File: src/rtl/fir_coeff_loader_if.sv
`default_nettype none
// ============================================================================
//  Module      : fir_coeff_loader_if
//  Description : Read bus between the coefficient loader and the coefficient
//                RAM. The loader drives a registered word address; the RAM
//                returns the addressed word a fixed number of clocks later.
//  Ports       : filter_coeff_addr  6-bit word address (loader -> RAM)
//                filter_coeff_data  32-bit read data   (RAM -> loader)
//  Revision    : 1.0  initial release
// ============================================================================
interface fir_coeff_loader_if;

  logic [5:0]  filter_coeff_addr;
  logic [31:0] filter_coeff_data;

  // Loader side: issues addresses, consumes read data.
  modport master (
    output filter_coeff_addr,
    input  filter_coeff_data
  );

  // RAM side: accepts addresses, returns read data.
  modport slave (
    input  filter_coeff_addr,
    output filter_coeff_data
  );

endinterface
`default_nettype wire

File: src/rtl/fir_coeff_loader.sv
`default_nettype none
// ============================================================================
//  Module      : fir_coeff_loader
//  Description : Coefficient set controller for the 5x5 FIR filter. Streams
//                NUM_TAPS tap words plus one normalisation-shift word from the
//                coefficient RAM into a shadow bank, then copies the shadow
//                bank to the active bank only on a rising edge of vs_i so the
//                MAC never sees a kernel change mid-frame.
//  Ports       : clk            system clock
//                rst            synchronous active-high reset
//                vs_i           vertical sync, rising edge is the commit point
//                reload_req     one-cycle pulse requesting a fresh load
//                ram            coefficient RAM read bus (master side)
//                coeff_o        active taps, tap k at [k*COEFF_W +: COEFF_W]
//                shift_o        active normalisation shift
//                coeff_valid_o  active bank holds a committed set
//                busy_o         high while reading / draining the RAM
//                commit_o       one-cycle pulse when the active bank updates
//  Revision    : 1.0  initial release
// ============================================================================
module fir_coeff_loader #(
  parameter int COEFF_W  = 18,
  parameter int NUM_TAPS = 25,
  parameter int RD_LAT   = 1,
  parameter int SHIFT_W  = 5
) (
  input  wire logic                          clk,
  input  wire logic                          rst,
  input  wire logic                          vs_i,
  input  wire logic                          reload_req,
  fir_coeff_loader_if.master                 ram,
  output logic [NUM_TAPS*COEFF_W-1:0]        coeff_o,
  output logic [SHIFT_W-1:0]                 shift_o,
  output logic                               coeff_valid_o,
  output logic                               busy_o,
  output logic                               commit_o
);

  localparam int                ADDR_W    = 6;
  localparam logic [ADDR_W-1:0] LAST_ADDR = ADDR_W'(NUM_TAPS);

  typedef enum logic [1:0] {
    ST_IDLE  = 2'd0,
    ST_READ  = 2'd1,
    ST_DRAIN = 2'd2,
    ST_ARMED = 2'd3
  } state_t;

  state_t                       state;
  logic [ADDR_W-1:0]            addr;
  logic                         pending;
  logic                         vs_q;
  logic                         vs_rise;

  // Tag pipeline: each stage mirrors one clock of RAM read latency, so the
  // last stage names the word currently on filter_coeff_data.
  logic [RD_LAT-1:0]            tag_vld;
  logic [ADDR_W-1:0]            tag_addr [RD_LAT];
  logic                         cap_vld;
  logic [ADDR_W-1:0]            cap_addr;
  logic                         last_captured;

  logic [NUM_TAPS*COEFF_W-1:0]  shadow;
  logic [SHIFT_W-1:0]           shadow_shift;

  // Only the low COEFF_W / SHIFT_W data bits carry information.
  logic                         unused_data_bits;

  assign ram.filter_coeff_addr = addr;
  assign vs_rise               = vs_i & ~vs_q;
  assign cap_vld               = tag_vld[RD_LAT-1];
  assign cap_addr              = tag_addr[RD_LAT-1];
  assign last_captured         = cap_vld && (cap_addr == LAST_ADDR);
  assign unused_data_bits      = ^ram.filter_coeff_data;

  // --------------------------------------------------------------------------
  // Read tag pipeline. A tag enters on every READ cycle carrying the address
  // driven in that cycle; reset flushes it so a word requested before reset
  // can never land in the new shadow bank.
  // --------------------------------------------------------------------------
  always_ff @(posedge clk) begin
    if (rst) begin
      tag_vld <= '0;
      for (int i = 0; i < RD_LAT; i++) begin
        tag_addr[i] <= '0;
      end
    end else begin
      tag_vld[0]  <= (state == ST_READ);
      tag_addr[0] <= addr;
      for (int i = 1; i < RD_LAT; i++) begin
        tag_vld[i]  <= tag_vld[i-1];
        tag_addr[i] <= tag_addr[i-1];
      end
    end
  end

  // --------------------------------------------------------------------------
  // Shadow bank capture. Taps are taken as raw two's-complement bit fields.
  // --------------------------------------------------------------------------
  always_ff @(posedge clk) begin
    if (rst) begin
      shadow       <= '0;
      shadow_shift <= '0;
    end else if (cap_vld) begin
      for (int k = 0; k < NUM_TAPS; k++) begin
        if (cap_addr == ADDR_W'(k)) begin
          shadow[k*COEFF_W +: COEFF_W] <= ram.filter_coeff_data[COEFF_W-1:0];
        end
      end
      if (cap_addr == LAST_ADDR) begin
        shadow_shift <= ram.filter_coeff_data[SHIFT_W-1:0];
      end
    end
  end

  // --------------------------------------------------------------------------
  // Control FSM with registered outputs. pending comes up set out of reset so
  // the first set loads automatically.
  // --------------------------------------------------------------------------
  always_ff @(posedge clk) begin
    if (rst) begin
      state         <= ST_IDLE;
      addr          <= '0;
      pending       <= 1'b1;
      vs_q          <= 1'b0;
      busy_o        <= 1'b0;
      commit_o      <= 1'b0;
      coeff_valid_o <= 1'b0;
      coeff_o       <= '0;
      shift_o       <= '0;
    end else begin
      vs_q     <= vs_i;
      commit_o <= 1'b0;

      case (state)
        ST_IDLE: begin
          if (pending) begin
            state   <= ST_READ;
            addr    <= '0;
            busy_o  <= 1'b1;
            pending <= 1'b0;
          end
        end

        ST_READ: begin
          if (addr == LAST_ADDR) begin
            state <= ST_DRAIN;
          end else begin
            addr <= addr + 1'b1;
          end
        end

        ST_DRAIN: begin
          if (last_captured) begin
            state  <= ST_ARMED;
            busy_o <= 1'b0;
          end
        end

        ST_ARMED: begin
          if (vs_rise) begin
            coeff_o       <= shadow;
            shift_o       <= shadow_shift;
            coeff_valid_o <= 1'b1;
            commit_o      <= 1'b1;
            state         <= ST_IDLE;
          end
        end

        default: begin
          state  <= ST_IDLE;
          busy_o <= 1'b0;
        end
      endcase

      // A request never restarts a load in progress; it is remembered and
      // serviced from IDLE. Placed last so a request arriving on the cycle a
      // load starts is not lost.
      if (reload_req) begin
        pending <= 1'b1;
      end
    end
  end

endmodule
`default_nettype wire
File: src/flat_wrapper.sv
// flat-port wrapper written by rule: the top's interface ports become plain ports
module fir_coeff_loader_flat 
#(
  parameter int COEFF_W  = 18,
  parameter int NUM_TAPS = 25,
  parameter int RD_LAT   = 1,
  parameter int SHIFT_W  = 5
)
  (clk, rst, vs_i, reload_req, coeff_o, shift_o, coeff_valid_o, busy_o, commit_o, ram_filter_coeff_addr, ram_filter_coeff_data);
  fir_coeff_loader_if ram_i ();
  input  wire logic clk;
  input  wire logic rst;
  input  wire logic vs_i;
  input  wire logic reload_req;
  output logic [NUM_TAPS*COEFF_W-1:0] coeff_o;
  output logic [SHIFT_W-1:0] shift_o;
  output logic coeff_valid_o;
  output logic busy_o;
  output logic commit_o;
  output wire logic [$bits(ram_i.filter_coeff_addr)-1:0] ram_filter_coeff_addr;
  input wire logic [$bits(ram_i.filter_coeff_data)-1:0] ram_filter_coeff_data;
  assign ram_filter_coeff_addr = ram_i.filter_coeff_addr;
  assign ram_i.filter_coeff_data = ram_filter_coeff_data;
  fir_coeff_loader #(.COEFF_W(COEFF_W), .NUM_TAPS(NUM_TAPS), .RD_LAT(RD_LAT), .SHIFT_W(SHIFT_W)) u_core (.clk(clk), .rst(rst), .vs_i(vs_i), .reload_req(reload_req), .ram(ram_i), .coeff_o(coeff_o), .shift_o(shift_o), .coeff_valid_o(coeff_valid_o), .busy_o(busy_o), .commit_o(commit_o));
endmodule
File: config.mk
export PLATFORM = sky130hd
export DESIGN_NAME = fir_coeff_loader_flat
export DESIGN_NICKNAME = d
export VERILOG_FILES = /design/src/rtl/fir_coeff_loader_if.sv /design/src/rtl/fir_coeff_loader.sv /design/src/flat_wrapper.sv
export SDC_FILE = /design/constraint.sdc
export NUM_CORES = 2
export LEC_CHECK = 0
export CORE_UTILIZATION = 25
export DETAILED_ROUTE_END_ITERATION = 12
export HOLD_SLACK_MARGIN = 0.15
export PLACE_DENSITY = 0.54
export SETUP_SLACK_MARGIN = 0.4
export SLEW_MARGIN = 20
export SYNTH_ARGS = -nofsm -noshare
export SYNTH_HDL_FRONTEND = slang
export SYNTH_SLANG_ARGS = --single-unit
export TNS_END_PERCENT = 50
File: constraint.sdc
create_clock -name clk -period 2.09 [get_ports clk]
set_input_delay 0.3135 -clock clk [delete_from_list [all_inputs] [get_ports clk]]
set_output_delay 0.3135 -clock clk [all_outputs]
set_load 0.01 [all_outputs]
==> metrics.txt <==
outcome finished, final reports clean; drt total wl 117000 um; H-tree Lvls 3; dominant cell type by area after synthesis dfxtp_1; core region area 129000 sq um; crit start category flop; Least-Margin Pin Slew 692 ps; Final setup viols 0; Area Growth Syn to Fin 35.4%; Worst Hold Depth 2; Die H approximately 360 um; Cell Chain, Critical Path or3b_4 -> buf_4 -> nor3_4 -> buf_12 -> clkbuf_16 -> nand2_1 -> a21oi_1; Clock Path Buffers 3; detailed-router iteration count before antenna repair 5; clock sink count 930; Die ar. 132000 sq um; Hold EP u_core.coeff_o[1]$_SDFFE_PP0P_; hold crit path type reg2reg; Post-synth ARST share 0%; largest net degree at the start of global routing 84; Avg Vias per Cell between 4 and 5; R2R depth 7; DRT iter0 DRCs 2001; Die Width 363 um; post-synth top area share between 50% and 60%; Avg Cell Area, Syn just over 8 sq um; antenna violations before repair 2; first-pass GRT wire length 167000 um; gpl congestion 0.759; Tcrit/Tclk final a little under nine tenths; top-level port count 500; synthesized flop and latch total 930; WL/cell 18.6 um; vias in the first global route 25900; EDFF count, synth 0; GRT Total Usage 16.9%; Period minus WS final approximately 1800 ps; synthesized net count 4022; row count 132; top-count cell post-synth nand2_1; post-synthesis sequential area ratio 57.0%; Num CTS Buffers 100; reg-to-reg critical path endpoint u_core.shadow[203]$_SDFFE_PP0P_; Distinct cells, synth 45; DRC Markers 0; Clock Skew 28.2 ps; final hold viol count 0; Critical Path AT approximately 2400 ps; YS warnings 0; Buffers on Ports 485; Hold Path Origin u_core.shadow[1]$_SDFFE_PP0P_; max incr delay on CP 450 ps; Mapped Area 32600 sq um; RSZ-0062 raised after global routing true; RR Startpoint u_core.tag_addr[0][4]$_SDFF_PP0_; number of inserted diodes 0; Finished Layout Cells 6268; Root Driver clkbuf_16; slew margin rel. 53.8%; TNS Setup 0 ps; Final Max Slew Viols 0; Mapped Cells 3979; largest cells by area after synthesis dfxtp_1, nand2_1, a21oi_1, mux2i_1, clkbuf_1; Max VDD drop ~0.63 mV; Final nets 4490; grt total ovfl 0; power per cell area 865 nW/um^2; FF-to-FF setup slack between 300 and 400 ps; layout cells sized above 1 15.8%; clock slew at reported path FFs 60 ps; Slowest-stage cell, CP or3b_4; Starting Density 25.2%; critical path class reg2reg; Leakage 0.0176 uW; Worst Path Buf+Inv 3; Vias 28000; max cap viols 0; synth cell count leaders nand2_1, dfxtp_1, a21oi_1; CP top delay family simple AND/OR/NAND/NOR gates; Antenna Nets Post-Route 0; Cells after DPL 6042; Worst-Skew Late Latency ~710 ps; CTS tree built; fmax 0.561 GHz; Power, Total ~38000 uW; top_reg_cell synth dfxtp_1; fin util 34.1%; CP max FO 5; Req. time, crit path around 2700 ps; Worst setup EP type flop; dpl hpwl 72300 um
## placed cells by master, fill, tap and decap left out, types with 22 or more instances in the layout
master,n
buf_4,105
dfxtp_4,26
a21oi_1,754
buf_2,81
mux2i_1,144
clkbuf_16,107
nand2_1,1539
dlygate4sd2_1,246
dlymetal6s2s_1,61
clkbuf_1,25
clkdlybuf4s15_2,87
nor2_1,153
dfxtp_1,795
dfxtp_2,109
buf_12,70
clkbuf_8,22
## how the worst max path moves through the flow
stage                                                  to                              from  slack, ps  depth (start not counted)
after global routing       u_core.shadow[59]$_SDFFE_PP0P_         u_core.cap_vld$_SDFF_PP0_        230                          6
final                     u_core.shadow[203]$_SDFFE_PP0P_  u_core.tag_addr[0][4]$_SDFF_PP0_        310                          7
after CTS                                    coeff_o[184]  u_core.coeff_o[184]$_SDFFE_PP0P_        130                          1
after global placement       u_core.state[0]$_SDFFE_PP0P_  u_core.tag_addr[0][0]$_SDFF_PP0_        -90                          4
after floorplan           u_core.shadow[277]$_SDFFE_PP0P_  u_core.tag_addr[0][4]$_SDFF_PP0_        360                          8
after detailed placement     u_core.state[0]$_SDFFE_PP0P_  u_core.tag_addr[0][0]$_SDFF_PP0_       -130                          4
## cells by family (layout without fill, tap and decap cells)
| family | Yosys count | count (layout) | synth area share [%] |
|---|---|---|---|
| AND/OR/NAND/NOR | 1771 | 1772 | 21.3 |
| flip-flops | 930 | 930 | 57.0 |
| AO/OA/AOI/OAI | 786 | 786 | 12.3 |
| buffers and inverters | 339 | 885 | 4.65 |
| multiplexers | 146 | 146 | 4.48 |
| adder cells (fa/ha/maj) | 7 | 7 | 0.268 |
## tightest hold or removal path, stage by stage (launching register included)
cell and delay (ps):
dfxtp_1 310, nand2_1 50, a21oi_1 50
## report_power, final
part | switching, uW | internal (uW) | leakage [uW] | total, uW
registers | 98.7 | 17800 | 0.00757 | 17900
clock network | 7440 | 10600 | 0.00163 | 18100
logic | 1510 | 776 | 0.00839 | 2290
## cell type report
type / count / area, sq um
fillers: 13600 / 85300
multi-input cells: 2711 / 12700
inverters: 8 / 30.0
well taps: 1742 / 2180
clock buffers: 149 / 2950
flip-flops and latches: 930 / 18900
repair buffers: 696 / 7050
clock inverters: 32 / 393
## state kept, by name (all words and copies together), names as in the netlist
signal                        cells
u_core.coeff_valid_o              1
u_core.cap_vld                    1
u_core.busy_o                     1
u_core.coeff_o                  450
u_core.ram.filter_coeff_addr      6
u_core.tag_addr                   6
u_core.state                      2
u_core.vs_q                       1
u_core.shadow_shift               5
u_core.shadow                   450
u_core.commit_o                   1
u_core.pending                    1
u_core.shift_o                    5
## routing by layer
metal  share of wire, %  track usage (%)
met5             0.0086                0
met2                 45             26.9
met3                6.1             3.81
met1                 46             22.3
met4                2.7             5.75
## per-stage QoR
stage | area [sq um] | worst slack [ps] | hold slack [ps]
floorplan | 32700 | 365 | 397
global placement | 40200 | -88.6 | 436
detailed placement | 40200 | -130 | 442
CTS | 43400 | 129 | 431
global route | 44200 | 230 | 444
finish | 44200 | 309 | 437
## what timing repair did
action                                  in CTS  in global routing
endpoints found under the setup margin     945               1086
pin swaps                                    0                  8
buffers inserted                             0                 15
hold buffers                                21                  0
gates cloned                                 0                  9
gates resized for setup                    936                151
endpoints found under the hold margin      395                  0
Note: power is estimated with default switching activity, not from simulation.
